File: config.mk
export PLATFORM = sky130hd
export DESIGN_NAME = aes_dec_scheduler
export DESIGN_NICKNAME = d
export VERILOG_FILES = /design/src/rtl/aes_sched_pkg.sv /design/src/rtl/aes_out_fifo.sv /design/src/rtl/aes_dec_scheduler.sv
export SDC_FILE = /design/constraint.sdc
export NUM_CORES = 1
export LEC_CHECK = 0
export BUFFER_PORTS_ARGS = -buffer_cell sky130_fd_sc_hd__buf_2
export CAP_MARGIN = 20
export CORE_ASPECT_RATIO = 0.5
export CORE_MARGIN = 2
export CORE_UTILIZATION = 29
export DETAILED_ROUTE_END_ITERATION = 7
export PLACE_DENSITY_LB_ADDON = 0.08
export SYNTH_ARGS = -nofsm -noshare
export SYNTH_HDL_FRONTEND = slang
export SYNTH_HIERARCHICAL = 1
export SYNTH_SLANG_ARGS = --single-unit
export TNS_END_PERCENT = 20
File: constraint.sdc
create_clock -name clk -period 10.2 [get_ports clk]
set_input_delay 2.04 -clock clk [delete_from_list [all_inputs] [get_ports clk]]
set_output_delay 2.04 -clock clk [all_outputs]
set_load 0.02 [all_outputs]
File: src/rtl/aes_sched_pkg.sv
// Shared constants and types for the AES decryption slot scheduler.
package aes_sched_pkg;

  localparam int unsigned AES_NUM_SLOTS    = 3;
  localparam logic [4:0]  AES_LAST_ROUND   = 5'd10;
  localparam int unsigned AES_PIPE_LATENCY = 30;
  localparam int unsigned AES_PERF_W       = 32;

  typedef logic [127:0] aes_block_t;

endpackage

File: src/rtl/aes_out_fifo.sv
// Show-ahead synchronous plaintext FIFO, DEPTH x 128 bits; rd_data reads 0 while empty.
module aes_out_fifo
  import aes_sched_pkg::*;
#(
  parameter int unsigned DEPTH = 2
) (
  input  logic       clk,
  input  logic       rst,
  input  logic       wr_en,
  input  aes_block_t wr_data,
  input  logic       rd_en,
  output aes_block_t rd_data,
  output logic       full,
  output logic       empty
);

  localparam int unsigned PTR_W = (DEPTH > 1) ? $clog2(DEPTH) : 1;

  aes_block_t       mem [DEPTH];
  logic [PTR_W:0]   wr_ptr;
  logic [PTR_W:0]   rd_ptr;

  // Pointers carry one extra wrap bit to tell full from empty.
  always_ff @(posedge clk) begin
    if (rst) begin
      wr_ptr <= '0;
      rd_ptr <= '0;
    end else begin
      if (wr_en) wr_ptr <= wr_ptr + (PTR_W+1)'(1);
      if (rd_en) rd_ptr <= rd_ptr + (PTR_W+1)'(1);
    end
  end

  always_ff @(posedge clk) begin
    if (wr_en) mem[wr_ptr[PTR_W-1:0]] <= wr_data;
  end

  always_comb begin
    empty   = (wr_ptr == rd_ptr);
    full    = (wr_ptr[PTR_W] != rd_ptr[PTR_W]) &&
              (wr_ptr[PTR_W-1:0] == rd_ptr[PTR_W-1:0]);
    rd_data = empty ? '0 : mem[rd_ptr[PTR_W-1:0]];
  end

endmodule

File: src/rtl/aes_dec_scheduler.sv
// Slot scheduler / flow control for the 3-stage recirculating AES decryption ring.
// Optional perf counters are built only when AES_SCHED_PERF_EN is defined.
module aes_dec_scheduler
  import aes_sched_pkg::*;
#(
  parameter int unsigned OUT_DEPTH = 2
) (
  input  logic                  clk,
  input  logic                  rst,
  input  logic                  key_ready,
  input  logic                  fifo_empty,
  output logic                  read_fifo,
  output logic                  pipe_stall,
  input  logic                  pipe_done,
  input  aes_block_t            pipe_data,
  output logic                  out_valid,
  input  logic                  out_ready,
  output aes_block_t            out_data,
  output logic                  busy,
  output logic [AES_PERF_W-1:0] perf_blocks,
  output logic [AES_PERF_W-1:0] perf_stalls
);

  localparam int unsigned HEAD = AES_NUM_SLOTS - 1;

  logic [AES_NUM_SLOTS-1:0] occ;
  logic head_done;
  logic head_free;
  logic slot_in;
  logic ofifo_wr;
  logic ofifo_pop;
  logic ofifo_full;
  logic ofifo_empty;

  // Issue / stall decisions; pipe_done is only trusted when the head slot is live.
  always_comb begin
    head_done  = occ[HEAD] & pipe_done;
    head_free  = ~occ[HEAD] | head_done;
    ofifo_pop  = ~ofifo_empty & out_ready;
    pipe_stall = head_done & ofifo_full & ~ofifo_pop;
    read_fifo  = head_free & ~fifo_empty & key_ready & ~pipe_stall;
    ofifo_wr   = head_done & ~pipe_stall;
    // Slot 0 is occupied next by a fresh block or by the unfinished head recirculating.
    slot_in    = read_fifo | (occ[HEAD] & ~head_done);
  end

  always_ff @(posedge clk) begin
    if (rst) begin
      occ <= '0;
    end else if (!pipe_stall) begin
      occ <= {occ[HEAD-1:0], slot_in};
    end
  end

  aes_out_fifo #(
    .DEPTH (OUT_DEPTH)
  ) u_out_fifo (
    .clk     (clk),
    .rst     (rst),
    .wr_en   (ofifo_wr),
    .wr_data (pipe_data),
    .rd_en   (ofifo_pop),
    .rd_data (out_data),
    .full    (ofifo_full),
    .empty   (ofifo_empty)
  );

  always_comb begin
    out_valid = ~ofifo_empty;
    busy      = (|occ) | ~ofifo_empty;
  end

`ifdef AES_SCHED_PERF_EN
  always_ff @(posedge clk) begin
    if (rst) begin
      perf_blocks <= '0;
      perf_stalls <= '0;
    end else begin
      if (ofifo_wr)   perf_blocks <= perf_blocks + AES_PERF_W'(1);
      if (pipe_stall) perf_stalls <= perf_stalls + AES_PERF_W'(1);
    end
  end
`else
  assign perf_blocks = '0;
  assign perf_stalls = '0;
`endif

endmodule

# == Word-level counts from Yosys, hierarchy flattened ==
# Memories as Yosys holds them, arrays and structs flattened. A register that Yosys moved wholly into a read port is not among the register bits.
# Cells that the tools add are included.
# Widths: inputs -> output; s select.
# totals
mem_count,1
mem_bits_rw,256
ff_bits,7
wordCells,34
# mem_list
name,depth,word_bits,rd,rd_clocked_by_memory_dff,write_ports,line_no,text
u_out_fifo.mem,2,128,1,1,1,aes_out_fifo.sv:19,aes_block_t mem [DEPTH];
# op_classes
addsub,2
n_bitwise,18
muxes,5
n_eq_ne,3
reduce_logical,2
# op_table
cell,n
$mux 128,1
$and 1x1->1,9
$not 1->1,6
$add 2x1->2 const B,2
$mux 1,4
$or 1x1->1,3
$reduce_or 3->1,1
$eq 2x2->1,1
$eq 1x1->1,1
$logic_and 1x1->1,1
$ne 1x1->1,1

# == Logic depth before layout (Yosys ltp) ==
# logic_depth
ltp_word,9
depth_mapped,8
ltp_nobuf,7

# == Modules after synthesis ==
# Netlist, hierarchy kept.
# modules_own_cells
mod,area_per_inst_um2,cells_per_inst,n_inst,seq_area_each_um2
aes_out_fifo,10097.2,576,1,7787.5
aes_dec_scheduler,665.6,84,1,60.1

# == Worst setup path before layout ==
# OpenSTA, ideal clock, no wires.
# synth_timing
path_type,in2reg
start,input pipe_done
end,memory u_out_fifo/mem[0][0] in the netlist's numbering (enable)
n_path_buf,0
arrival_time_ns,8.094
slack_ns,1.475
path_stages,3
required_ns,9.569
setup_time_ns,0.631
cell_sequence,nand2_1 > a21oi_1 > nor2b_1
# synth_between
elab_chain_len,7
# synth_rtl
item,line_no,text
start: declaration,aes_dec_scheduler.sv:14,"input logic pipe_done,"
$and 1x1->1 *,aes_dec_scheduler.sv:37,head_done = occ[HEAD] & pipe_done;
$and 1x1->1 (2 in series),aes_dec_scheduler.sv:40,pipe_stall = head_done & ofifo_full & ~ofifo_pop;
$not 1->1,aes_dec_scheduler.sv:42,ofifo_wr = head_done & ~pipe_stall;
$and 1x1->1 *,aes_dec_scheduler.sv:42,
net ofifo_wr,aes_dec_scheduler.sv:30,logic ofifo_wr;
$mux 1 *,aes_out_fifo.sv:35,if (wr_en) mem[wr_ptr[PTR_W-1:0]] <= wr_data;
$mux 1 (implied by the code) *,aes_out_fifo.sv:35,
end: declaration,aes_out_fifo.sv:19,
# Mark *: on every way through the listed nets, which the timed path passes. The rest lies on a longest branch.

==> flow_summary.yaml <==
setup_path:
  critical_path_most_common_cell: "sky130_fd_sc_hd__buf_4"
  critPathKind: "reg2out"
  flop2flop_setup_slack_ns: 5.78
  cp_cell_sequence: "buf_4, buf_4, mux2i_1, a21oi_1, buf_2"
  critical_path.slowest_cell: "sky130_fd_sc_hd__buf_4"
  cpPeakStageDelay_ns: 0.89
  worst-r2r-cell-count: 7
  critical_path_arrival_ns: 3.53
  crit_path_end_kind: "primary output"
  highest_fanout_seen_on_the_critical_path: 56
  required_time_worst_endpoint_ns: 8.16
  setup.worst_path.start_class: "register"
die:
  std_cell_rows: 49
  chipHeight_um: 140
  floorplan.initialDensity_pct: 29.7
  die_area_um2: 38800
  design.core.area_um2: 36200
  die_width_um: 276
  pin_count: 330
synth:
  avgSynthCellArea_um2: 16.3
  synth_top_area_share_pct: 71.4
  post_synth_main_area_contributors: "sky130_fd_sc_hd__edfxtp_1 71%, sky130_fd_sc_hd__mux2i_1 12%, sky130_fd_sc_hd__a21oi_1 6.1%"
  synth_warnings: 6
  synth_top_family_by_area: "multiplexers"
  ys_ff_latch: 264
  post_synth_arst_share_pct: 0
  synthMostInstantiatedCell: "sky130_fd_sc_hd__edfxtp_1"
  synth_xor_xnor_area_share_pct: 0.326
  synthesis.area_um2: 10800
  synth_enable_flop_cells: 256
  synthAdderAreaFrac_pct: 0
  synth_commonest_cells: "256 x sky130_fd_sc_hd__edfxtp_1, 131 x sky130_fd_sc_hd__a21oi_1, 130 x sky130_fd_sc_hd__mux2i_1"
  post_synth_and_or_nand_nor_area_fraction_pct: 1.14
  synth_seq_area_share_pct: 72.9
  synthDistinctLibCells: 25
  synth-compound-area-share_pct: 6.44
  synth_mux_area_share_pct: 12.1
  netlist_instances: 660
  synth_flop_cell: "sky130_fd_sc_hd__edfxtp_1"
  synth_area_leader: "sky130_fd_sc_hd__edfxtp_1"
timing:
  timing_hold_violations_final: 0
  slew_headroom_pct: 29.6
  final.period_utilization_pct: 54.6
  fin_crit_ns: 5.57
  final-max-slew-violation-count: 0
  fmaxAchievable_mhz: 180
  final.setup.tns_ns: 0
  worst_clock_skew_ns: 0.00864
  setup_viol: 0
  rsz0062_at_grt: "no"
  timing.final.ws_setup_ns: 4.63
  worst_hold_slack_ns: 0.503
  tightestPinTransition_ns: 1.06
power_and_ir_drop:
  power.switching_mw: 0.478
  power.leakage_nw: 4.78
  p_seq_share_pct: 53.3
  power_density_of_the_placed_cells_nw_per_um2: 171
  clockPowerShare_pct: 41.8
  internal_power_contribution_mw: 1.76
  sw_frac_of_total_pct: 21.3
  power.share.combinational_pct: 4.9
  power.ir.vdd_worst_v: 0.000106
clock_tree:
  clock_tree.htree_level_count: 1
  later_pin_clock_latency_in_the_skew_report_ns: 0.53
  cts_max_path_buffers: 3
  cts_tree: "done"
  clock_tree.root_cell: "sky130_fd_sc_hd__clkbuf_16"
  post_cts_resize_count: 0
  cts_bufs_inserted: 26
  cts_sinks: 264
  postCtsSetupRepairBufs: 0
  clkSlewWorstSetupHoldPaths_ns: 0.07
  hold_buffers: 0
place:
  numPortBuffers: 265
  routabilityCongestion: 0.710
  hpwlAfterDp_um: 16000
  placement.setup.worst_slack_ns: 4.81
  post-place-cells: 1375
final_layout:
  final_core_util_pct: 36.2
  post_layout_nonfiller_instances: 1424
  layout.nets: 1054
  layout-drive-gt1-share_pct: 34.5
  syn2layout_area_growth_pct: 21.9
route:
  wl_um: 26000
  route.vias.total: 6106
  final_antenna_net_count: 0
  detail_route.drc_violations: 0
  avgViaCountPerCell: 4.29
  drtIter0Drc: 248
  first_pass_iters: 4
  route.detailed.wl_per_inst_um: 18.3
global_route:
  maximum_number_of_pins_on_one_net_before_global_route_repair: 85
  wire_length_of_the_first_global_routing_pass_um: 38500
  global_route.usage.total_pct: 12.9
  vias_in_the_first_global_route: 6286
  grt_antenna_before_repair: 1
  global_route.overflow_total: 0
outcome:
  outcome: "complete, no violations"
worst_hold_path:
  hold_depth: 2
  min_path_type: "reg2reg"
job:
  max_cap_viol_count: 0
==> placed cells by master, fill, tap and decap left out, drive strengths merged, types with 2 or more instances in the layout <==
cell type / n
conb: 64
nor2: 3
clkbuf: 34
dfxtp: 8
a21bo: 2
and2: 2
buf: 275
nand3b: 2
inv: 2
xnor2: 4
nor2b: 4
bufinv: 2
mux2i: 130
a21oi: 131
nand2: 2
clkinv: 10
edfxtp: 256
nor3b: 2
==> area by class of cell <==
type	count	area, µm²
Antenna cell	1	2.50
Clock buffer	34	702
Clock inverter	13	113
Fill cell	3518	23100
Inverter	2	7.51
Multi-Input combinational cell	351	2420
Sequential cell	264	7850
Tap cell	484	606
Timing Repair Buffer	275	1420
==> power groups by stage <==
stage	Sequential, mW	Clock, mW	Combinational [mW]
4_1_cts	1.20	0.973	0.112
2_1_floorplan	1.22	0	0.0832
5_1_grt	1.19	1.02	0.119
6_report	1.20	0.937	0.110
3_5_place_dp	1.22	0	0.112
3_3_place_gp	1.22	0	0.110
==> stage by stage <==
| stage | area (µm²) | power (mW) |
|---|---|---|
| floorplan | 11000 | 1.30 |
| global placement | 12300 | 1.33 |
| detailed placement | 12300 | 1.33 |
| CTS | 13100 | 2.28 |
| global route | 13100 | 2.34 |
| finish | 13100 | 2.24 |
==> path summary, 6_finish.rpt <==
check / startpoint / endpoint
max: register / out_data[46]
min: occ[1]$_SDFFE_PP0N_ / occ[1]$_SDFFE_PP0N_
max reg2reg: u_out_fifo/rd_ptr[1]$_SDFFE_PP0P_ / u_out_fifo/mem[0][5]$_DFFE_PP_
min reg2reg: occ[1]$_SDFFE_PP0N_ / occ[1]$_SDFFE_PP0N_
==> flip-flops by register name (all words and copies together), names as in the netlist, named ones only <==
| register | cells |
|---|---|
| occ | 3 |
| u_out_fifo/wr_ptr | 2 |
| u_out_fifo/mem | 256 |
| u_out_fifo/rd_ptr | 2 |
==> kinds of logic (layout without fill, tap and decap cells) <==
| family | after synthesis | after routing |
|---|---|---|
| flip-flops | 264 | 264 |
| AO/OA/AOI/OAI | 135 | 135 |
| multiplexers | 130 | 130 |
| buffers and inverters | 108 | 324 |
| AND/OR/NAND/NOR | 18 | 18 |
| XOR/XNOR | 4 | 4 |
| other | 1 | 65 |
==> layer usage <==
layer  GRT usage [%]  up-vias  share of wire, %
met3            2.50       28               3.1
li1                -     2903                 -
met4            2.96        0               1.8
met5               0        -                 0
met2            25.1      130                57
met1            14.6     3045                38
==> worst max-delay path, delay by kind of cell, from the launching register on <==
family | cells | cell delay (ns)
AO/OA/AOI/OAI | 1 | 0.08
flip-flops | 1 | 0.67
buffers and inverters | 3 | 1.87
multiplexers | 1 | 0.27
No activity file was read; power rests on OpenSTA's default activity.
